### config.mk
export PLATFORM = sky130hd
export DESIGN_NAME = dma_engine
export DESIGN_NICKNAME = d
export VERILOG_FILES = /design/src/rtl/dma_pkg.sv /design/src/rtl/dma_addr_gen.sv /design/src/rtl/dma_engine.sv
export SDC_FILE = /design/constraint.sdc
export NUM_CORES = 1
export LEC_CHECK = 0
export CORE_AREA = 5 5 496 498
export DETAILED_ROUTE_END_ITERATION = 7
export DIE_AREA = 0 0 501 503
export GPL_TIMING_DRIVEN = 0
export PLACE_DENSITY_LB_ADDON = 0.1
export SLEW_MARGIN = 20
export SYNTH_ARGS = -nofsm -noshare
export SYNTH_HDL_FRONTEND = slang
export SYNTH_SLANG_ARGS = --single-unit
### constraint.sdc
create_clock -name clk -period 5 [get_ports clk]
set_clock_uncertainty 0.1 [all_clocks]
set_input_delay 1 -clock clk [delete_from_list [all_inputs] [get_ports clk]]
set_output_delay 1 -clock clk [all_outputs]
set_load 0.01 [all_outputs]
### src/rtl/dma_pkg.sv
// dma_pkg: shared types and constants for the DMA engine.
//   - subop encodings for LOAD / STORE
//   - FSM state enum used by dma_engine
//   - bit positions of the fields in the 128-bit command word
//   - burst sizing helper used by dma_addr_gen
package dma_pkg;

    localparam logic [7:0] DMA_LOAD  = 8'h01;
    localparam logic [7:0] DMA_STORE = 8'h02;

    // Command word field positions (msb/lsb inclusive)
    localparam int unsigned CmdOpMsb    = 127;
    localparam int unsigned CmdOpLsb    = 120;
    localparam int unsigned CmdSubopMsb = 119;
    localparam int unsigned CmdSubopLsb = 112;
    localparam int unsigned CmdExtMsb   = 111;
    localparam int unsigned CmdExtLsb   = 72;
    localparam int unsigned CmdIntMsb   = 71;
    localparam int unsigned CmdIntLsb   = 52;
    localparam int unsigned CmdRowsMsb  = 51;
    localparam int unsigned CmdRowsLsb  = 40;
    localparam int unsigned CmdColsMsb  = 39;
    localparam int unsigned CmdColsLsb  = 28;
    localparam int unsigned CmdSsMsb    = 27;
    localparam int unsigned CmdSsLsb    = 16;
    localparam int unsigned CmdDsMsb    = 15;
    localparam int unsigned CmdDsLsb    = 4;

    localparam int unsigned MaxBurst = 256;

    typedef enum logic [3:0] {
        StIdle = 4'd0,
        StLdAr = 4'd1,
        StLdR  = 4'd2,
        StStAw = 4'd3,
        StStRd = 4'd4,
        StStW  = 4'd5,
        StStB  = 4'd6,
        StNext = 4'd7,
        StDone = 4'd8
    } dma_state_e;

    // Beats in the next burst given the beats still left in the row.
    function automatic logic [8:0] burst_beats(input logic [11:0] remaining);
        return (remaining > 12'(MaxBurst)) ? 9'(MaxBurst) : remaining[8:0];
    endfunction

endpackage

### src/rtl/dma_addr_gen.sv
// dma_addr_gen: row/beat counters, burst split and address generation.
// Ports:
//   clk_i, rst_i        clock, synchronous active-high reset
//   start_i             latch a new command (bases, strides, geometry)
//   is_load_i           LOAD: external is the source; STORE: SRAM is the source
//   ext_base_i/int_base_i, rows_i, cols_i, src_stride_i, dst_stride_i  command fields
//   burst_start_i       address handshake of a burst done: load burst beat counter
//   beat_i              one data beat transferred
//   next_i              burst finished: step to next row if the row is complete
//   ext_addr_o/int_addr_o  current external / SRAM byte addresses
//   burst_len_o         AXI len of the burst starting at the current column
//   burst_last_o        current beat is the last of its burst
//   all_done_o          last row fully transferred
module dma_addr_gen
    import dma_pkg::*;
#(
    parameter int unsigned Bytes = 32
) (
    input  logic        clk_i,
    input  logic        rst_i,
    input  logic        start_i,
    input  logic        is_load_i,
    input  logic [39:0] ext_base_i,
    input  logic [19:0] int_base_i,
    input  logic [11:0] rows_i,
    input  logic [11:0] cols_i,
    input  logic [11:0] src_stride_i,
    input  logic [11:0] dst_stride_i,
    input  logic        burst_start_i,
    input  logic        beat_i,
    input  logic        next_i,
    output logic [39:0] ext_addr_o,
    output logic [19:0] int_addr_o,
    output logic [7:0]  burst_len_o,
    output logic        burst_last_o,
    output logic        all_done_o
);

    localparam logic [39:0] ExtStep = 40'(Bytes);
    localparam logic [19:0] IntStep = 20'(Bytes);

    logic [39:0] ext_row_q, ext_row_d, ext_q, ext_d;
    logic [19:0] int_row_q, int_row_d, int_q, int_d;
    logic [11:0] ext_stride_q, ext_stride_d, int_stride_q, int_stride_d;
    logic [11:0] rows_q, rows_d, cols_q, cols_d, row_q, row_d, col_q, col_d;
    logic [8:0]  burst_left_q, burst_left_d;
    logic        row_end;

    assign row_end      = (col_q == cols_q);
    assign all_done_o   = row_end && (row_q == rows_q - 12'd1);
    assign burst_len_o  = 8'(burst_beats(cols_q - col_q) - 9'd1);
    assign burst_last_o = (burst_left_q == 9'd1);
    assign ext_addr_o   = ext_q;
    assign int_addr_o   = int_q;

    always_comb begin
        ext_row_d    = ext_row_q;
        ext_d        = ext_q;
        int_row_d    = int_row_q;
        int_d        = int_q;
        ext_stride_d = ext_stride_q;
        int_stride_d = int_stride_q;
        rows_d       = rows_q;
        cols_d       = cols_q;
        row_d        = row_q;
        col_d        = col_q;
        burst_left_d = burst_left_q;
        if (start_i) begin
            ext_row_d    = ext_base_i;
            ext_d        = ext_base_i;
            int_row_d    = int_base_i;
            int_d        = int_base_i;
            ext_stride_d = is_load_i ? src_stride_i : dst_stride_i;
            int_stride_d = is_load_i ? dst_stride_i : src_stride_i;
            rows_d       = rows_i;
            cols_d       = cols_i;
            row_d        = '0;
            col_d        = '0;
            burst_left_d = '0;
        end else if (burst_start_i) begin
            burst_left_d = burst_beats(cols_q - col_q);
        end else if (beat_i) begin
            ext_d        = ext_q + ExtStep;
            int_d        = int_q + IntStep;
            col_d        = col_q + 12'd1;
            burst_left_d = burst_left_q - 9'd1;
        end else if (next_i && row_end) begin
            // Row bases advance by the stride; beat addresses restart at the new base.
            row_d     = row_q + 12'd1;
            col_d     = '0;
            ext_row_d = ext_row_q + {28'd0, ext_stride_q};
            ext_d     = ext_row_d;
            int_row_d = int_row_q + {8'd0, int_stride_q};
            int_d     = int_row_d;
        end
    end

    always_ff @(posedge clk_i) begin
        if (rst_i) begin
            ext_row_q    <= '0;
            ext_q        <= '0;
            int_row_q    <= '0;
            int_q        <= '0;
            ext_stride_q <= '0;
            int_stride_q <= '0;
            rows_q       <= '0;
            cols_q       <= '0;
            row_q        <= '0;
            col_q        <= '0;
            burst_left_q <= '0;
        end else begin
            ext_row_q    <= ext_row_d;
            ext_q        <= ext_d;
            int_row_q    <= int_row_d;
            int_q        <= int_d;
            ext_stride_q <= ext_stride_d;
            int_stride_q <= int_stride_d;
            rows_q       <= rows_d;
            cols_q       <= cols_d;
            row_q        <= row_d;
            col_q        <= col_d;
            burst_left_q <= burst_left_d;
        end
    end

endmodule

### src/rtl/dma_engine.sv
// dma_engine: command-driven 2-D strided DMA between AXI4 memory and on-chip SRAM.
// Ports:
//   clk, rst                       clock, synchronous active-high reset
//   cmd/cmd_valid/cmd_ready        128-bit command handshake (ready only when idle)
//   cmd_done                       one-cycle completion pulse
//   sram_*                         SRAM port (20-bit byte address, read data one cycle late)
//   axi_ar*/axi_r*                 AXI4 read channels (LOAD)
//   axi_aw*/axi_w*/axi_b*          AXI4 write channels (STORE)
//   cmd_error                      only with DMA_BRESP_CHECK_EN: a non-OKAY bresp was seen
// Build option: define DMA_BRESP_CHECK_EN to add bresp checking and the cmd_error port.
module dma_engine
    import dma_pkg::*;
#(
    parameter int unsigned DATA_WIDTH = 256
) (
    input  logic                  clk,
    input  logic                  rst,
    input  logic [127:0]          cmd,
    input  logic                  cmd_valid,
    output logic                  cmd_ready,
    output logic                  cmd_done,
`ifdef DMA_BRESP_CHECK_EN
    output logic                  cmd_error,
`endif
    output logic [19:0]           sram_addr,
    output logic [DATA_WIDTH-1:0] sram_wdata,
    input  logic [DATA_WIDTH-1:0] sram_rdata,
    output logic                  sram_we,
    output logic                  sram_re,
    input  logic                  sram_ready,
    output logic [39:0]           axi_awaddr,
    output logic [7:0]            axi_awlen,
    output logic                  axi_awvalid,
    input  logic                  axi_awready,
    output logic [DATA_WIDTH-1:0] axi_wdata,
    output logic                  axi_wlast,
    output logic                  axi_wvalid,
    input  logic                  axi_wready,
    input  logic [1:0]            axi_bresp,
    input  logic                  axi_bvalid,
    output logic                  axi_bready,
    output logic [39:0]           axi_araddr,
    output logic [7:0]            axi_arlen,
    output logic                  axi_arvalid,
    input  logic                  axi_arready,
    input  logic [DATA_WIDTH-1:0] axi_rdata,
    input  logic                  axi_rlast,
    input  logic                  axi_rvalid,
    output logic                  axi_rready
);

    dma_state_e            state_q, state_d;
    logic                  is_load_q, is_load_d;
    logic                  rd_pend_q, rd_pend_d;
    logic [DATA_WIDTH-1:0] hold_q;

    logic [7:0]  subop;
    logic        is_load_cmd, degenerate;
    logic        ag_start, ag_burst_start, ag_beat, ag_next;
    logic [39:0] ag_ext;
    logic [19:0] ag_int;
    logic [7:0]  ag_len;
    logic        ag_burst_last, ag_all_done;

    assign subop       = cmd[CmdSubopMsb:CmdSubopLsb];
    assign is_load_cmd = (subop == DMA_LOAD);
    assign degenerate  = (cmd[CmdRowsMsb:CmdRowsLsb] == 12'd0) ||
                         (cmd[CmdColsMsb:CmdColsLsb] == 12'd0) ||
                         ((subop != DMA_LOAD) && (subop != DMA_STORE));

    dma_addr_gen #(
        .Bytes (DATA_WIDTH / 8)
    ) u_addr_gen (
        .clk_i         (clk),
        .rst_i         (rst),
        .start_i       (ag_start),
        .is_load_i     (is_load_cmd),
        .ext_base_i    (cmd[CmdExtMsb:CmdExtLsb]),
        .int_base_i    (cmd[CmdIntMsb:CmdIntLsb]),
        .rows_i        (cmd[CmdRowsMsb:CmdRowsLsb]),
        .cols_i        (cmd[CmdColsMsb:CmdColsLsb]),
        .src_stride_i  (cmd[CmdSsMsb:CmdSsLsb]),
        .dst_stride_i  (cmd[CmdDsMsb:CmdDsLsb]),
        .burst_start_i (ag_burst_start),
        .beat_i        (ag_beat),
        .next_i        (ag_next),
        .ext_addr_o    (ag_ext),
        .int_addr_o    (ag_int),
        .burst_len_o   (ag_len),
        .burst_last_o  (ag_burst_last),
        .all_done_o    (ag_all_done)
    );

    assign axi_araddr = ag_ext;
    assign axi_awaddr = ag_ext;
    assign axi_arlen  = ag_len;
    assign axi_awlen  = ag_len;
    assign sram_addr  = ag_int;
    assign axi_wdata  = hold_q;

    always_comb begin
        state_d        = state_q;
        is_load_d      = is_load_q;
        rd_pend_d      = 1'b0;
        cmd_ready      = 1'b0;
        cmd_done       = 1'b0;
        sram_we        = 1'b0;
        sram_re        = 1'b0;
        sram_wdata     = '0;
        axi_arvalid    = 1'b0;
        axi_rready     = 1'b0;
        axi_awvalid    = 1'b0;
        axi_wvalid     = 1'b0;
        axi_wlast      = 1'b0;
        axi_bready     = 1'b0;
        ag_start       = 1'b0;
        ag_burst_start = 1'b0;
        ag_beat        = 1'b0;
        ag_next        = 1'b0;
        case (state_q)
            StIdle: begin
                cmd_ready = 1'b1;
                if (cmd_valid) begin
                    ag_start  = 1'b1;
                    is_load_d = is_load_cmd;
                    if (degenerate)       state_d = StDone;
                    else if (is_load_cmd) state_d = StLdAr;
                    else                  state_d = StStAw;
                end
            end
            StLdAr: begin
                axi_arvalid = 1'b1;
                if (axi_arready) begin
                    ag_burst_start = 1'b1;
                    state_d        = StLdR;
                end
            end
            StLdR: begin
                // Only take a beat when the SRAM can absorb it in the same cycle.
                axi_rready = sram_ready;
                if (axi_rvalid && sram_ready) begin
                    sram_we    = 1'b1;
                    sram_wdata = axi_rdata;
                    ag_beat    = 1'b1;
                    if (axi_rlast || ag_burst_last) state_d = StNext;
                end
            end
            StStAw: begin
                axi_awvalid = 1'b1;
                if (axi_awready) begin
                    ag_burst_start = 1'b1;
                    state_d        = StStRd;
                end
            end
            StStRd: begin
                sram_re = 1'b1;
                if (sram_ready) begin
                    rd_pend_d = 1'b1;
                    state_d   = StStW;
                end
            end
            StStW: begin
                // First cycle here waits for the read data to land in hold_q.
                if (!rd_pend_q) begin
                    axi_wvalid = 1'b1;
                    axi_wlast  = ag_burst_last;
                    if (axi_wready) begin
                        ag_beat = 1'b1;
                        state_d = ag_burst_last ? StStB : StStRd;
                    end
                end
            end
            StStB: begin
                axi_bready = 1'b1;
                if (axi_bvalid) state_d = StNext;
            end
            StNext: begin
                ag_next = 1'b1;
                if (ag_all_done) state_d = StDone;
                else             state_d = is_load_q ? StLdAr : StStAw;
            end
            StDone: begin
                cmd_done = 1'b1;
                state_d  = StIdle;
            end
            default: state_d = StIdle;
        endcase
    end

    always_ff @(posedge clk) begin
        if (rst) begin
            state_q   <= StIdle;
            is_load_q <= 1'b0;
            rd_pend_q <= 1'b0;
            hold_q    <= '0;
        end else begin
            state_q   <= state_d;
            is_load_q <= is_load_d;
            rd_pend_q <= rd_pend_d;
            if (rd_pend_q) hold_q <= sram_rdata;
        end
    end

`ifdef DMA_BRESP_CHECK_EN
    logic err_q, err_d;

    always_comb begin
        err_d = err_q;
        if (ag_start) err_d = 1'b0;
        else if (axi_bvalid && axi_bready && (axi_bresp != 2'b00)) err_d = 1'b1;
    end

    always_ff @(posedge clk) begin
        if (rst) err_q <= 1'b0;
        else     err_q <= err_d;
    end

    assign cmd_error = (state_q == StDone) && err_q;

    logic unused_bits;
    assign unused_bits = ^{cmd[CmdOpMsb:CmdOpLsb], cmd[3:0]};
`else
    logic unused_bits;
    assign unused_bits = ^{cmd[CmdOpMsb:CmdOpLsb], cmd[3:0], axi_bresp};
`endif

endmodule

### After elaboration in Yosys (flattened, before gate mapping)

Cells that the tools add are included.

* flip-flop bits (word level): 463
* bits in latches: 0
* memory bits (writable): 0
* bits in read-only memories: 0
* input bits: 652
* output and inout bits: 638
* word-level logic and storage cells: 137
* memories: 0

* add/subtract/negate cells: 10
* multipliers: 0
* divide/modulo/power cells: 0
* magnitude comparators: 1
* equality and inequality tests: 25
* shift-type cells: 0
* muxes and demuxes: 61
* bitwise gates (word level): 3
* reductions and logical operators: 22

Operators by type and width (number)
* 2-to-1 mux 256 bit: 2
* 2-to-1 mux 40 bit: 7
* 2-to-1 mux 20 bit: 7
* 2-to-1 mux 12 bit: 4
* 2-to-1 mux 4 bit: 11
* adder 40 x 12 -> 40 bit: 1
* adder 40 x 6 -> 40 bit, second input constant: 1
* one-hot mux 4 bit (8 select lines): 1
* 2-to-1 mux 9 bit: 3
* adder 12 x 1 -> 12 bit, second input constant: 2
* equality test 12 bit: 2
* zero test 12 bit: 2
* inequality test 2 bit, second input constant: 11
* 2-to-1 mux 1 bit: 21
* adder 20 x 12 -> 20 bit: 1
* adder 20 x 6 -> 20 bit, second input constant: 1
* equality test 4 x 3 -> 1 bit, second input constant: 4
* > comparator 12 x 9 -> 1 bit, second input constant: 1
* subtractor 12 x 1 -> 12 bit, second input constant: 1
* subtractor 12 bit: 1
* equality test 9 x 1 -> 1 bit, second input constant: 1
* AND reduction 9 bit: 1
* subtractor 9 x 1 -> 9 bit, second input constant: 1
* equality test 4 x 2 -> 1 bit, second input constant: 2
* 17 further kinds: 33

### Depth between registers and ports, before layout

Gate-level depths: netlist (run 1).

* depth in word-level cells: 7
* depth in mapped cells: 16
* mapped depth without buffers: 14

### Cells and area by module

From an unflattened synthesis (run 1), not the netlist that was laid out.

* cell total of the unflattened synthesis: 2879
* area, all modules: 24659.9 um2

By module, submodules not included
* dma_addr_gen: times used 1, cells each 1644, area each 13013.7 um2, seq. area each 4023.9 um2
* dma_engine: times used 1, cells each 1235, area each 11646.2 um2, seq. area each 5245.0 um2

### Worst setup path before layout (run 1)

Ideal clock, no wire load.

* path kind: reg2out
* start: register u_addr_gen.col_q[1]
* end: output port axi_awlen[4]
* arrival: 3.564 ns
* required time: 3.900 ns
* setup slack: 0.336 ns
* stages on the path, launching flop included: 16
* buffers on the path: 2
* path through: dfxtp_1 -> inv_1 -> ha_1 -> nor2b_1 -> o21ai_0 -> or3b_2 -> a211oi_1 -> a311oi_1 -> nor3_1 -> clkbuf_1 -> nand2b_1 -> ha_1 -> nand2_1 -> mux2i_1 -> a2bb2oi_1 -> buf_4

* longest elaborated chain between the ends: 4

Ends and longest elaborated chain
* start, declared: line dma_addr_gen.sv:45 `logic [11:0] rows_q, rows_d, cols_q, cols_d, row_q, row_d, col_q, col_d;`
* start signal, assigned: line dma_addr_gen.sv:121 `col_q <= col_d;`
* subtractor 12 bit *: line dma_addr_gen.sv:51 `assign burst_len_o = 8'(burst_beats(cols_q - col_q) - 9'd1);`
* > comparator 12 x 9 -> 1 bit: line dma_pkg.sv:45 `return (remaining > 12'(MaxBurst)) ? 9'(MaxBurst) : remaining[8:0];`
* 2-to-1 mux 9 bit *: line dma_pkg.sv:45
* subtractor 8 x 1 -> 8 bit *: line dma_addr_gen.sv:51
* end, declared: line dma_engine.sv:32 `output logic [7:0] axi_awlen,`

Every way passes the cells marked *; elsewhere a longest branch is shown, timed or not.

### Final worst setup path (run 1)

* start: register u_addr_gen.col_q[0]
* end: output port axi_awlen[6]

Same word-level chain as after synthesis.

==> results of run 1 <==
[critical path, delay by kind of cell (launching register included)]
family | cells | cell delay, ps
AOI/OAI and AO/OA | 5 | 930
adders and majority gates | 3 | 820
buffers and inverters | 5 | 620
DFF | 1 | 370
muxes | 1 | 70
and+or+nand+nor | 4 | 460
[routing by layer]
layer  vias to the layer above  GRT usage [%]  wire length [microns]
met1                     13594          19.53                  89930
met3                       343          6.356                  19580
met4                        52          10.16                  14930
met2                      1255          35.36                 131800
li1                      13101              -                      -
met5                         -              0                    360
[Yosys cell counts, types with 18 or more instances]
cell,instances
dfxtp_1,463
nor2_1,435
mux2i_1,289
and2_1,269
nand2_1,192
clkbuf_1,149
a21oi_1,138
o21ai_0,102
xnor2_1,79
a211oi_1,69
nand3_1,57
xor2_1,52
inv_1,49
buf_1,48
buf_4,48
nor3_1,48
ha_1,43
nand4_1,43
nor4_1,36
and3_1,29
a31oi_1,18
[registers in the layout, summed over array words and instances (netlist names)]
| signal | cells |
|---|---|
| u_addr_gen.ext_stride_q | 12 |
| u_addr_gen.rows_q | 12 |
| rd_pend_q | 1 |
| u_addr_gen.int_row_q | 20 |
| u_addr_gen.ext_addr_o | 40 |
| axi_wdata | 256 |
| u_addr_gen.ext_row_q | 40 |
| is_load_q | 1 |
| state_q | 4 |
| u_addr_gen.int_stride_q | 12 |
| u_addr_gen.row_q | 12 |
| u_addr_gen.col_q | 12 |
| u_addr_gen.burst_left_q | 9 |
| u_addr_gen.cols_q | 12 |
| u_addr_gen.int_addr_o | 20 |
[per-stage QoR]
| stage | utilization, % | setup WS (ps) | hold WS (ps) | total power (uW) | TNS (ps) |
|---|---|---|---|---|---|
| after floorplan | - | 336.2 | 336.3 | 4875 | 0 |
| after global placement | 17.11 | -1416 | 350.3 | 6313 | -130880 |
| after detailed placement | 17.14 | -1399 | 348.0 | 6302 | -115760 |
| after CTS | 18.32 | -116.5 | 355.6 | 11660 | -266.2 |
| after global routing | 18.43 | -271.8 | 374.7 | 11940 | -1746 |
| final | 18.45 | -60.76 | 356.2 | 11420 | -138.3 |
[cell families (layout without fill, tap and decap cells)]
logic type      Yosys count  count (layout)
compound gates          512             512
xor+xnor                131             131
fa+ha+maj                46              46
buf+inv                 303            1720
flops                   463             463
mux                     290             290
other cells               0              86
simple gates           1202            1202
[final timing paths]
kind                                                from                        end  slack, ps  cells past startpoint
worst max-delay path                 u_addr_gen.col_q[0]               axi_awlen[6]        -60                     18
worst min-delay path            u_addr_gen.int_addr_o[1]   u_addr_gen.int_addr_o[1]        360                      2
worst max register to register       u_addr_gen.col_q[9]  u_addr_gen.ext_addr_o[31]        240                     10
worst min register to register  u_addr_gen.int_addr_o[1]   u_addr_gen.int_addr_o[1]        360                      2
[power by group through the flow]
stage                     Clock (uW)  Sequential (uW)  Combinational, uW
after floorplan                    0             4030                846
after global placement             0             4130               2190
after detailed placement           0             4130               2170
after CTS                       5320             4050               2290
after global routing            5420             4060               2450
final                           5090             4040               2300
[area by class of cell]
class | count | area (sq um)
diodes | 86 | 215.2
plain buffers | 252 | 1197
clock buffers | 98 | 2007
clock inverters | 19 | 271.5
fillers | 27117 | 197000
inverters | 49 | 186.4
multi-input cells | 2181 | 14450
flip-flops and latches | 463 | 9281
well taps | 3202 | 4006
repair buffers | 1302 | 12980
[repair_timing]
action                     in CTS  in global routing
setup endpoints to repair     288                 32
pin swaps                      15                 11
gates resized for setup       215                 42
hold buffers                    0                  0
buffers inserted               22                  4
==> results.yml, run 1 <==
outcome:
  status: "finished with violations"
  violations: "negative setup slack"
cells_and_area:
  final_cells: 7652
  layout_commonest_cell: "clkdlybuf4s50_1"
  layout_common_cells: "clkdlybuf4s50_1, dfxtp_1, nor2_1, mux2i_1, and2_1"
  nets: 5017
  fin_area_sq_mm: 0.04459
  area_growth_pct: 81.42
  drive_gt1_share_pct: 8.410
pwr:
  internal_power_uw: 7813
  power.density_mw_per_mm2: 256.1
  peakVddDrop_mv: 0.2249
  combPwrFrac_pct: 20.1
  seqPwrFrac_pct: 35.3
  p_clk_share_pct: 44.5
  p_leak_uw: 0.01529
  p_switching_uw: 3608
  p_sw_share_pct: 31.59
global_route:
  grt_pass1_wl_microns: 317500
  grt.total_usage_pct: 19.35
  grt_max_degree: 13
  overflow: 0
  antenna_found_initial: 131
  grt_pass1_vias: 28372
route:
  totalWireLength_microns: 256600
  wire_per_inst_microns: 33.53
  ant_nets: 0
  route.detailed.drc: 0
  routed-via-count: 28345
  drt_iter0_markers: 1533
  via_per_inst: 3.704
  drtPass1Iterations: 5
synthesis:
  yosysSeqAreaShare_pct: 37.71
  yosys_warnings: 0
  synth-compound-area-share_pct: 13.76
  synth.net_count: 3645
  ys_ff_latch: 463
  synth_xor_area_share_pct: 4.668
  yosys.area_share.adder_pct: 2.433
  synth_top_family_by_area: "simple AND/OR/NAND/NOR gates"
  synthCells: 2947
  synth_edf_count: 0
  yosys_most_used_dff: "dfxtp_1"
  avgSynthCellArea_sq_um: 8.341
  synth_area_leaders: "dfxtp_1, mux2i_1, and2_1"
  synth_top_area_share_pct: 37.71
  synth.distinct_cells: 82
  synthArstFlopShare_pct: 0
  synth.cell_area_sq_mm: 0.02458
  synth_top_cell_by_area: "dfxtp_1"
  synthSimpleGateAreaFrac_pct: 24.18
  synth.area.mux_share_pct: 11.81
floorplan:
  start_util_pct: 10.17
  core-area_sq_mm: 0.2416
  io_pins: 1290
  dieWidth_microns: 501
  rows: 181
  dieArea_sq_mm: 0.2520
  die_h_microns: 503
clocking:
  cts_buffers: 70
  htreeDepth: 3
  cts.path.max_buffers: 3
  clk_pin_slew_ps: 60
  cts_tree: "done"
  cts.sinks: 463
  ctsRootBufferMaster: "clkbuf_16"
  clk_latency_ps: 690
sta:
  finalHoldViolCount: 0
  period_share_pct: 101.2
  setup_viol: 4
  fin_crit_ps: 5061
  relSlewSlack_pct: 20.22
  fmax_mhz: 197.6
  setup_ws_ps: -60.76
  tightest_slew_ps: 1187
  rsz0062_at_grt: "yes"
  slew_violations: 0
flow_run:
  max_cap_viol_count: 0
setup_path:
  cp-end-kind: "output port"
  worst_path_most_repeated_cell: "buf_6"
  cpPeakStageDelay_ps: 460
  path_cells: "ha_4 > fa_2 > nor2b_4 > o21a_4 > buf_6 > a21oi_4 > a211oi_4 > a311oi_4 > nor3_2 > buf_4 > buf_6 > nand2b_4 > ha_4 > nand2_4 > mux2i_4 > a2bb2oi_4 > buf_6 > buf_6"
  cp.required_ps: 3900
  worstPathArrival_ps: 3960
  start_kind: "flip-flop"
  crit_type: "flip-flop to output port"
  path_max_fanout: 5
  crit_slowest_cell: "fa_2"
placed_design:
  dpl_cell_area_sq_mm: 0.04141
  io_buffers: 1275
  dp.cells: 7426
  dp_hpwl_microns: 218100
  place_congestion: 1.017
worst_hold_path:
  hold_path.class: "flip-flop to flip-flop"
Power figures use the tool's default switching activity.
==> inputs of run 2 (changes only) <==
CORE_AREA = 5 5 501 503   (was 5 5 496 498)
DIE_AREA = 0 0 506 508   (was 0 0 501 503)
SKIP_LAST_GASP = 1   (was default)
clock period = 6.34 ns   (was 5 ns; I/O delays follow)
==> run 2 against run 1 <==
Against the previous run:
- the run now ends clean
- global-route usage grew 1.1 points
- worst hold slack gained 5.9 ps
- wire length grew 7.7%
- clock power shrank 18%
- via count grew 0.64%
- worst setup slack gained 300 ps
- clock-buffer cell count grew 5
- core utilization shrank 0.50 points
- combinational power shrank 24%
==> results.yml, run 2 (synthesis gave the netlist of run 1 again) <==
setup_path:
  start_kind: "flip-flop"
  cp.required_ps: 4970
  reg2reg_slack_ps: 890
  crit_slowest_cell: "clkdlybuf4s50_1"
  worstPathArrival_ps: 4730
  reg2reg_to: "u_addr_gen.ext_addr_o[31]"
  rr_worst_depth: 10
  worst_path_most_repeated_cell: "buf_4"
  cpPeakStageDelay_ps: 550
  crit_family: "buffers and inverters"
  path_cells: "inv_1 > ha_1 > fa_1 > nor2b_2 > o21a_2 > o41ai_2 > o2bb2a_1 > a311oi_4 > nor3_2 > buf_6 > nand2b_4 > ha_4 > nand2_1 > mux2i_1 > a2bb2oi_2 > buf_4 > buf_4 > clkdlybuf4s50_1"
  cp-end-kind: "output port"
  cp_num_buf_inv: 5
  path_max_fanout: 10
  crit_type: "flip-flop to output port"
  reg2reg_from: "u_addr_gen.col_q[9]"
  startpoint: "u_addr_gen.cols_q[0]"
pwr:
  power.density_mw_per_mm2: 206.6
  peakVddDrop_mv: 0.1865
  p_leak_uw: 0.01485
sta:
  setup_viol: 0
  finalHoldViolCount: 0
  period_share_pct: 96.26
  relSlewSlack_pct: 21.19
  rsz0062_at_grt: "no"
  worst_hold_slack_ps: 362.0
  setup_ws_ps: 237.1
  fin_crit_ps: 6103
  slew_violations: 0
  tightest_slew_ps: 1182
  fmax_mhz: 163.9
worst_hold_path:
  min_to: "u_addr_gen.int_addr_o[3]"
  timing.hold.worst.start: "u_addr_gen.int_addr_o[3]"
  whs_path_depth: 2
  hold_path.class: "flip-flop to flip-flop"
floorplan:
  die_h_microns: 508
  dieWidth_microns: 506
  rows: 182
  core-area_sq_mm: 0.2455
  start_util_pct: 10.01
  io_pins: 1290
  dieArea_sq_mm: 0.2570
cells_and_area:
  drive_gt1_share_pct: 5.200
  area_growth_pct: 79.33
  layout_commonest_cell: "clkdlybuf4s50_1"
  nets: 4995
  layout_common_cells: "clkdlybuf4s50_1, dfxtp_1, nor2_1, mux2i_1, and2_1"
  largest_register_ffs: 256
flow_run:
  max_cap_viol_count: 0
outcome:
  status: "finished, final reports clean"
route:
  drtPass1Iterations: 5
  totalWireLength_microns: 276400
  via_per_inst: 3.749
  routed-via-count: 28527
  route.detailed.drc: 0
  drt_iter0_markers: 1604
  wire_per_inst_microns: 36.32
  ant_nets: 0
placed_design:
  pre_cts_ws_ps: -612.5
  dp_hpwl_microns: 240900
  place_congestion: 0.9816
  io_buffers: 1275
clocking:
  ctsRootBufferMaster: "clkbuf_16"
  cts.sinks: 463
  cts_buffers: 70
  cts_tree: "done"
  clk_latency_ps: 680
  clk_pin_slew_ps: 60
  htreeDepth: 3
  cts.path.max_buffers: 3
global_route:
  grt_pass1_wl_microns: 339900
  overflow: 0
  grt_max_degree: 13
  antenna_found_initial: 195
  grt.total_usage_pct: 20.47
  grt_pass1_vias: 28068
## run 2: changes by cell type in the layout (fill, tap and decap cells not counted), sizes merged
| cell | previous run | this run |
|---|---|---|
| clkdlybuf4s50 | 1232 | 1275 |
| diode | 86 | 44 |
| buf | 140 | 110 |
| dlygate4sd2 | 24 | 0 |
| clkdlybuf4s15 | 5 | 0 |
| bufinv | 1 | 5 |
| dlymetal6s2s | 4 | 0 |
| inv | 53 | 49 |
| clkbuf | 247 | 250 |
| clkinv | 13 | 12 |
## run 2: how the worst max path moves through the flow
stage | endpoint | slack [ps] | cells past startpoint
2_1_floorplan | axi_awlen[4] | 1410 | 15
3_3_place_gp | sram_wdata[195] | -730 | 7
3_5_place_dp | axi_awlen[6] | -610 | 17
4_1_cts | axi_awlen[6] | 30 | 17
5_1_grt | axi_awlen[4] | 20 | 18
6_report | axi_awlen[4] | 240 | 18
## run 2: metrics by stage
stage	total power [uW]	cell area, sq um	setup TNS (ps)	utilization [%]	cells
global route	9514	44000	0	17.92	7579
global placement	4997	41370	-27660	16.85	7442
finish	9106	44080	0	17.96	7610
CTS	9328	43930	0	17.90	7567
detailed placement	4985	41430	-6695	16.88	7443
floorplan	3844	24580	0	-	2947
## run 2: tightest hold or removal path: cells and delay by family (launching register included)
kind / cells / cell delay, ps
compound gates: 1 / 50
flops: 1 / 310
simple gates: 1 / 50
## run 2: what timing repair did
action                                  in CTS  in global routing
pin swaps                                    4                  2
hold buffers                                 0                  0
setup buffers                                3                  0
endpoints found under the setup margin      46                  6
resized for setup                           22                  9
## run 2: final cells by class
class	count	area, sq um
fillers	27587	201400
diodes	44	110.1
clock inverters	18	365.4
repair buffers	1279	12810
inverters	49	183.9
clock buffers	103	2016
well taps	3220	4029
plain buffers	253	1177
multi-input cells	2181	14110
flip-flops and latches	463	9270
## run 2: metal layers
| layer | GRT usage [%] | vias to the layer above | share of wire (%) |
|---|---|---|---|
| met5 | 0 | - | 0.21 |
| met4 | 3.410 | 90 | 1.8 |
| met3 | 8.173 | 390 | 9.3 |
| met2 | 38.67 | 1341 | 52 |
| met1 | 21.54 | 13707 | 36 |
| li1 | - | 12999 | - |
## run 2: power by group
| part | leakage, uW | internal, uW | switching [uW] |
|---|---|---|---|
| Combinational | 0.00994 | 826 | 917 |
| Clock | 0.00115 | 2430 | 1740 |
| Sequential | 0.00377 | 3020 | 177 |
| Total | 0.0149 | 6270 | 2830 |
